### src/rtl/bcd_fmt_pkg.sv
// Shared constants, FSM states and digit-word packing for the BCD digit formatter.
package bcd_fmt_pkg;

   localparam int          DIGITS  = 8;
   localparam logic [31:0] MAX_DEC = 32'd99_999_999;

   localparam int EN_BIT  = 5;
   localparam int HEX_MSB = 4;
   localparam int HEX_LSB = 1;
   localparam int DP_BIT  = 0;

   typedef enum logic [1:0] {
      IDLE   = 2'd0,
      SHIFT  = 2'd1,
      FORMAT = 2'd2
   } state_t;

   function automatic logic [5:0] pack_digit(input logic en, input logic [3:0] hex, input logic dp);
      logic [5:0] w;
      w                  = '0;
      w[EN_BIT]          = en;
      w[HEX_MSB:HEX_LSB] = hex;
      w[DP_BIT]          = dp;
      return w;
   endfunction

endpackage

### src/rtl/dabble_step.sv
// One double-dabble correction: every BCD nibble of 5 or more gets +3 ahead of the shift.
module dabble_step
   import bcd_fmt_pkg::*;
(
   input  logic [31:0] bcd_in,
   output logic [31:0] bcd_out
);

   always_comb begin
      bcd_out = '0;
      for (int i = 0; i < DIGITS; i++) begin
         if (bcd_in[4*i +: 4] >= 4'd5)
            bcd_out[4*i +: 4] = bcd_in[4*i +: 4] + 4'd3;
         else
            bcd_out[4*i +: 4] = bcd_in[4*i +: 4];
      end
   end

endmodule

### src/rtl/bcd_digit_formatter.sv
// Iterative binary-to-BCD converter with leading-zero blanking and decimal-point mask,
// producing eight {en, hex, dp} words for the seven-segment driver.
module bcd_digit_formatter
   import bcd_fmt_pkg::*;
#(
   parameter int BIN_W = 27
) (
   input  logic             clk,
   input  logic             reset,
   input  logic             start,
   input  logic [BIN_W-1:0] bin,
   input  logic [7:0]       dp_mask,
   input  logic             blank_lz,
   output logic             busy,
   output logic             done,
   output logic             ovf,
   output logic [5:0]       d7,
   output logic [5:0]       d6,
   output logic [5:0]       d5,
   output logic [5:0]       d4,
   output logic [5:0]       d3,
   output logic [5:0]       d2,
   output logic [5:0]       d1,
   output logic [5:0]       d0
);

   localparam int CNT_W = $clog2(BIN_W + 1);

   state_t           state, state_nxt;
   logic [CNT_W-1:0] cnt;
   logic [BIN_W-1:0] bin_sr;
   logic [31:0]      bcd;
   logic [31:0]      bcd_adj;
   logic [31:0]      bin_ext;
   logic [7:0]       dp_cap;
   logic             blz_cap;
   logic             ovf_cap;
   logic             accept;
   logic             last_shift;
   logic [7:0]       en;
   logic             seen;
   logic [5:0]       digits [DIGITS];

   dabble_step u_step (
      .bcd_in  (bcd),
      .bcd_out (bcd_adj)
   );

   assign bin_ext    = 32'(bin);
   assign accept     = (state == IDLE) && start;
   assign last_shift = (cnt == CNT_W'(BIN_W - 1));
   assign busy       = (state != IDLE);

   always_ff @(posedge clk) begin
      if (reset) state <= IDLE;
      else       state <= state_nxt;
   end

   always_comb begin
      state_nxt = state;
      case (state)
         IDLE:    if (start) state_nxt = SHIFT;
         SHIFT:   if (last_shift) state_nxt = FORMAT;
         FORMAT:  state_nxt = IDLE;
         default: state_nxt = IDLE;
      endcase
   end

   // Conversion datapath: capture, then one add-3/shift per cycle.
   always_ff @(posedge clk) begin
      if (reset) begin
         cnt <= '0;
      end else if (accept) begin
         bin_sr  <= (bin_ext > MAX_DEC) ? MAX_DEC[BIN_W-1:0] : bin;
         ovf_cap <= (bin_ext > MAX_DEC);
         dp_cap  <= dp_mask;
         blz_cap <= blank_lz;
         bcd     <= '0;
         cnt     <= '0;
      end else if (state == SHIFT) begin
         bcd    <= {bcd_adj[30:0], bin_sr[BIN_W-1]};
         bin_sr <= bin_sr << 1;
         cnt    <= cnt + 1'b1;
      end
   end

   // A digit stays lit if anything at or above it is non-zero or carries a point.
   always_comb begin
      en   = '0;
      seen = 1'b0;
      for (int i = DIGITS - 1; i >= 0; i--) begin
         seen  = seen | (bcd[4*i +: 4] != 4'd0) | dp_cap[i];
         en[i] = !blz_cap || (i == 0) || seen;
      end
   end

   always_ff @(posedge clk) begin
      if (reset) begin
         done <= 1'b0;
         ovf  <= 1'b0;
         for (int i = 0; i < DIGITS; i++) digits[i] <= '0;
      end else begin
         done <= (state == FORMAT);
         if (state == FORMAT) begin
            ovf <= ovf_cap;
            for (int i = 0; i < DIGITS; i++)
               digits[i] <= pack_digit(en[i], bcd[4*i +: 4], dp_cap[i]);
         end
      end
   end

   assign d0 = digits[0];
   assign d1 = digits[1];
   assign d2 = digits[2];
   assign d3 = digits[3];
   assign d4 = digits[4];
   assign d5 = digits[5];
   assign d6 = digits[6];
   assign d7 = digits[7];

endmodule
### config.mk
export PLATFORM = sky130hd
export DESIGN_NAME = bcd_digit_formatter
export DESIGN_NICKNAME = d
export VERILOG_FILES = /design/src/rtl/bcd_fmt_pkg.sv /design/src/rtl/dabble_step.sv /design/src/rtl/bcd_digit_formatter.sv
export SDC_FILE = /design/constraint.sdc
export NUM_CORES = 1
export LEC_CHECK = 0
export BUFFER_PORTS_ARGS = -buffer_cell sky130_fd_sc_hd__buf_2
export CAP_MARGIN = 20
export CELL_PAD_IN_SITES_DETAIL_PLACEMENT = 1
export CELL_PAD_IN_SITES_GLOBAL_PLACEMENT = 1
export CORE_ASPECT_RATIO = 1.25
export CORE_MARGIN = 8
export CORE_UTILIZATION = 49
export DETAILED_ROUTE_END_ITERATION = 12
export GPL_TIMING_DRIVEN = 0
export PLACE_DENSITY = 0.88
export SETUP_SLACK_MARGIN = 0.2
export SYNTH_ARGS = -nofsm -noshare
export SYNTH_HDL_FRONTEND = slang
export SYNTH_SLANG_ARGS = --single-unit
### constraint.sdc
create_clock -name clk -period 8.85 [get_ports clk]
set_input_delay 0.885 -clock clk [delete_from_list [all_inputs] [get_ports clk]]
set_output_delay 0.885 -clock clk [all_outputs]
set_load 0.02 [all_outputs]
### Word-level counts from Yosys, hierarchy flattened

Memory sizes are Yosys's and may differ from the RTL's.
Index checks and enable logic that the tools add are counted.
Widths: inputs -> output; s select.

* magnitude comparators: 9
* bitwise gates (word level): 22
* reduce and logical (&&, ||, !) cells: 23
* muxes and demuxes: 28
* add/subtract/negate cells: 9
* equality and inequality tests: 5

Operators with widths (count)
* $mux 27: 3
* $mux 6: 8
* $ge 4x3->1 const B: 8
* $mux 32: 1
* $add 4x2->4 const B: 7
* $mux 4: 7
* $reduce_bool 4->1: 7
* $gt 27x27->1 const B: 1
* $or 1x1->1: 21
* $logic_or 1x1->1: 7
* $reduce_and 2->1: 3
* $add 5x1->5 const B: 1
* $eq 5x5->1 const B: 1
* $mux 1: 5
* $mux 2: 2
* $ne 2x2->1 const B: 2
* $pmux 2 s2: 1
* $reduce_bool 2->1: 2
* $add 3x2->3 const B: 1
* $mux 3: 1
* $eq 2x1->1 const B: 1
* $eq 2x2->1 const B: 1
* $logic_not 2->1: 1
* $reduce_or 2->1: 1
* 3 further kinds: 3

* bits in registers: 78
* output and inout port bits: 51
* memories kept: 1
* bits in writable memories: 48
* logic and storage cells: 106

Memory list
* digits: words 8, width 6, rd ports 8, clocked after Yosys merged registers in 0, write ports 8, RTL line bcd_digit_formatter.sv:42 `logic [5:0] digits [DIGITS];`

### Longest topological paths before layout

* word-level depth: 16
* gate-level depth with buffers: 7
* depth with buffers taken out: 6

### By module

A second synthesis with hierarchy kept.

* cells, all modules: 498
* area, all modules: 5864.4 µm²

By module, submodules not included
* bcd_digit_formatter: cells an instance 370, area an instance 5053.6 µm², instances 1
* dabble_step: cells an instance 128, area an instance 810.8 µm², instances 1

### Worst setup path before layout

OpenSTA, ideal clock, no wires.

* path type: input to register
* from: in start
* to: reg bcd[0] (enable)
* setup time: 0.495 ns
* required time: 8.355 ns
* stages on the path: 3
* data arrival time: 4.009 ns
* setup slack: 4.346 ns
* path through: nand2_1 > clkbuf_1 > a21oi_1

* cells in the longest elaborated chain, start to end: 3

Ends and longest elaborated chain
* from (decl): RTL line bcd_digit_formatter.sv:10 `input logic start,`
* $logic_and 1x1->1: RTL line bcd_digit_formatter.sv:50 `assign accept = (state == IDLE) && start;`
* $reduce_bool 2->1 (no source line)
* $reduce_and 2->1 (no source line)
* to (signal assigned): RTL line bcd_digit_formatter.sv:81 `bcd <= {bcd_adj[30:0], bin_sr[BIN_W-1]};`
* to (decl): RTL line bcd_digit_formatter.sv:32 `logic [31:0] bcd;`

Every way passes these cells.
A chain may end at the register's enable or synchronous reset.

### Worst setup path in the final report

* from: reg state[1]
* to: reg bcd[6] (enable)

* cells in the longest elaborated chain, start to end: 4
* elaborated cells between the ends (all ways): 5
* those cells by class: 1 x eq/ne; 4 x reduce/logical

Ends and longest elaborated chain
* from (decl): RTL line bcd_digit_formatter.sv:29 `state_t state, state_nxt;`
* from (signal assigned): RTL line bcd_digit_formatter.sv:56 `else state <= state_nxt;`
* $logic_not 2->1: RTL line bcd_digit_formatter.sv:50
* $logic_and 1x1->1: RTL line bcd_digit_formatter.sv:50
* $reduce_bool 2->1 (no source line) *
* $reduce_and 2->1 (no source line) *

Mark *: on every way between the ends. The rest lies on a longest branch, timed or not.

==> flow_metrics.tcl <==
set metrics [dict create \
    status "completed" \
    finalSetupViolations 0 \
    critPathArrivalTime_ps 2730 \
    antenna_cells 0 \
    hold_path.class "reg2reg" \
    wl_met3_um 927 \
    synth_seq_area_share_pct 62.5 \
    synthAdderAreaFrac_pct 5.31 \
    grt_antenna_before_repair 1 \
    max-vdd-ir-drop_mv 0.116 \
    syn_to_final_growth_pct 22.1 \
    clk_latency_ps 420 \
    critPathLaunchType "register" \
    gp_congestion 0.810 \
    slew_headroom_pct 31.3 \
    grt-ovfl-total 0 \
    die_h_um 139 \
    track_usage_pct 19.9 \
    synth_compound_area_share_pct 9.66 \
    wl_per_cell_um 19.8 \
    place_hpwl_um 10300 \
    grt_pass1_wl_um 23900 \
    tightest_slew_ps 1030 \
    worst_slack_ps 6230 \
    vias_per_cell 5.35 \
    num_rows 45 \
    die_area_um2 15800 \
    wl_um 15100 \
    finalSetupTns_ps 0 \
    start_util_pct 49.4 \
    pre_cts_slack_ps 5870 \
    fin_crit_sh_pct 29.6 \
    synthMuxAreaShare_pct 0 \
    max_freq_ghz 0.382 \
    synth_cells 475 \
    ys_types 38 \
    avgSynthCellArea_um2 12.4 \
    top_layer_used "met5" \
    clock_skew_ps 10.4 \
    wl_met1_um 5630 \
    crit_path_end_kind "register" \
    rsz0062_at_grt "no" \
    design.core.area_um2 11900 \
    synth_simple_gate_area_share_pct 16.5 \
    cp_data_required_time_ps 8960 \
    wl_met2_um 8240 \
    synth_top_family_by_area "simple AND/OR/NAND/NOR gates" \
    fp.dieW_um 114 \
    synth-main-ff-cell "edfxtp_1" \
    drtIter0Drc 198 \
    drcViolationCount 0 \
    fin_crit_ps 2620 \
    maxSlewViolCount 0 \
    p_leak_nw 2.83 \
    ioPinCount 90 \
    ant_nets 0 \
    ys_async_sr_fraction_pct 0 \
    cts_tree "built" \
    layout_common_cells "edfxtp_1, buf_2, nor2_1" \
    grt_pass1_vias 4593 \
    hold_viol 0 \
    cts_buffer_depth 2 \
    yosysWarnings 0 \
    fin_nets 650 \
    crit_fanout 31 \
    maxCapViolations 0 \
    cts_sinks 126 \
    p_per_area_nw_per_um2 222 \
    ys_seq_elements 126 \
    synth-edff-count 116 \
    htreeDepth 4 \
    synth-xor-area-share_pct 2.82 \
    post_cts_buffers 0 \
    clkTransAtPathRegs_ps 60 \
    synth_nets 539 \
    clockRootBuffer "clkbuf_16" \
    numCtsBuffers 17 \
    timing_worst_setup_path_type "reg2reg" \
    layout-drive-gt1-share_pct 24.7 \
    vias 4085 \
    syn_area_um2 5890 \
    dr.pass1.iters 4 \
    cts-resized-gates 0 \
    final_common_cell "edfxtp_1" \
    grt_max_degree 49 \
    portBuffers 89 \
    cts-hold-fix-buffers 0 \
]
==> cell usage after synthesis (all sizes together), types with 2 or more instances <==
| library cell | n | area (um2) |
|---|---|---|
| or4b | 2 | 20.0 |
| clkbuf | 13 | 48.8 |
| and2 | 21 | 131 |
| or2 | 2 | 12.5 |
| nand3b | 2 | 15.0 |
| xor2 | 10 | 87.6 |
| a22o | 6 | 60.1 |
| o21ai | 9 | 45.0 |
| and3 | 6 | 37.5 |
| buf | 9 | 60.1 |
| dfxtp | 10 | 200 |
| nand3 | 2 | 10.0 |
| nand2 | 29 | 109 |
| a31oi | 14 | 238 |
| edfxtp | 116 | 3480 |
| a211oi | 8 | 60.1 |
| nor3 | 15 | 75.1 |
| nand2b | 10 | 62.6 |
| nor2b | 16 | 100 |
| nand4 | 7 | 43.8 |
| inv | 21 | 78.8 |
| ha | 25 | 313 |
| nor4b | 5 | 43.8 |
| nor2 | 74 | 278 |
| a21oi | 26 | 130 |
| xnor2 | 9 | 78.8 |
==> critical path, cell delays in order (launching register included) <==
cell      delay, ps
dfxtp_1         340
nor2_1          280
nand2_1         150
clkbuf_1        320
a21oi_4         900
buf_12          300
==> power breakdown <==
part / switching [W] / internal [W]
clock network: 0.000259 / 0.000445
registers: 0.0000207 / 0.000696
logic: 0.000111 / 0.0000631
total: 0.000391 / 0.00120
==> sequential cells by signal, indices dropped and copies added (netlist names) <==
signal,cells
digits,48
bcd,32
bin_sr,27
dp_cap,8
cnt,5
state,2
blz_cap,1
done,1
ovf,1
ovf_cap,1
==> final cells by class <==
type | count | area (um2)
Sequential cell | 126 | 3680
Clock inverter | 13 | 146
Fill cell | 1284 | 4740
Multi-Input combinational cell | 306 | 2030
Tap cell | 164 | 205
Clock buffer | 19 | 443
Timing Repair Buffer | 92 | 497
Buffer | 22 | 109
Inverter | 21 | 78.8
==> metal layers <==
metal  vias to the layer above  global-route usage, %
met5                         -                      0
met4                         2                   8.50
met3                        27                   6.10
met2                       120                   36.4
met1                      2022                   20.2
li1                       1914                      -
==> metrics by stage <==
stage | hold slack (ps) | util (%) | instances | instance area, um2 | power, W
after floorplan | 418 | - | 475 | 5890 | 0.000835
after global placement | 434 | 54.8 | 728 | 6540 | 0.000879
after detailed placement | 457 | 55.2 | 730 | 6590 | 0.000897
after CTS | 487 | 60.1 | 762 | 7180 | 0.00160
after global routing | 510 | 60.3 | 763 | 7200 | 0.00164
final | 477 | 60.3 | 763 | 7200 | 0.00160
==> final timing paths <==
| kind | startpoint | endpoint | slack (ps) | cells after the start |
|---|---|---|---|---|
| max | state[1]$_SDFFE_PP0P_ | bcd[6]$_SDFFCE_PP0P_ | 6230 | 5 |
| max reg2reg | state[1]$_SDFFE_PP0P_ | bcd[6]$_SDFFCE_PP0P_ | 6230 | 5 |
| min reg2reg | ovf_cap$_DFFE_PP_ | ovf$_SDFFE_PP0P_ | 480 | 2 |
| min | ovf_cap$_DFFE_PP_ | ovf$_SDFFE_PP0P_ | 480 | 2 |
==> cells by family after synthesis <==
kind of cell / count (synthesis)
AOI/OAI and AO/OA: 67
adders and majority gates: 25
and+or+nand+nor: 195
DFF: 126
buffers and inverters: 43
xor gates and xnor gates: 19
(Power assumes the default switching activity.)
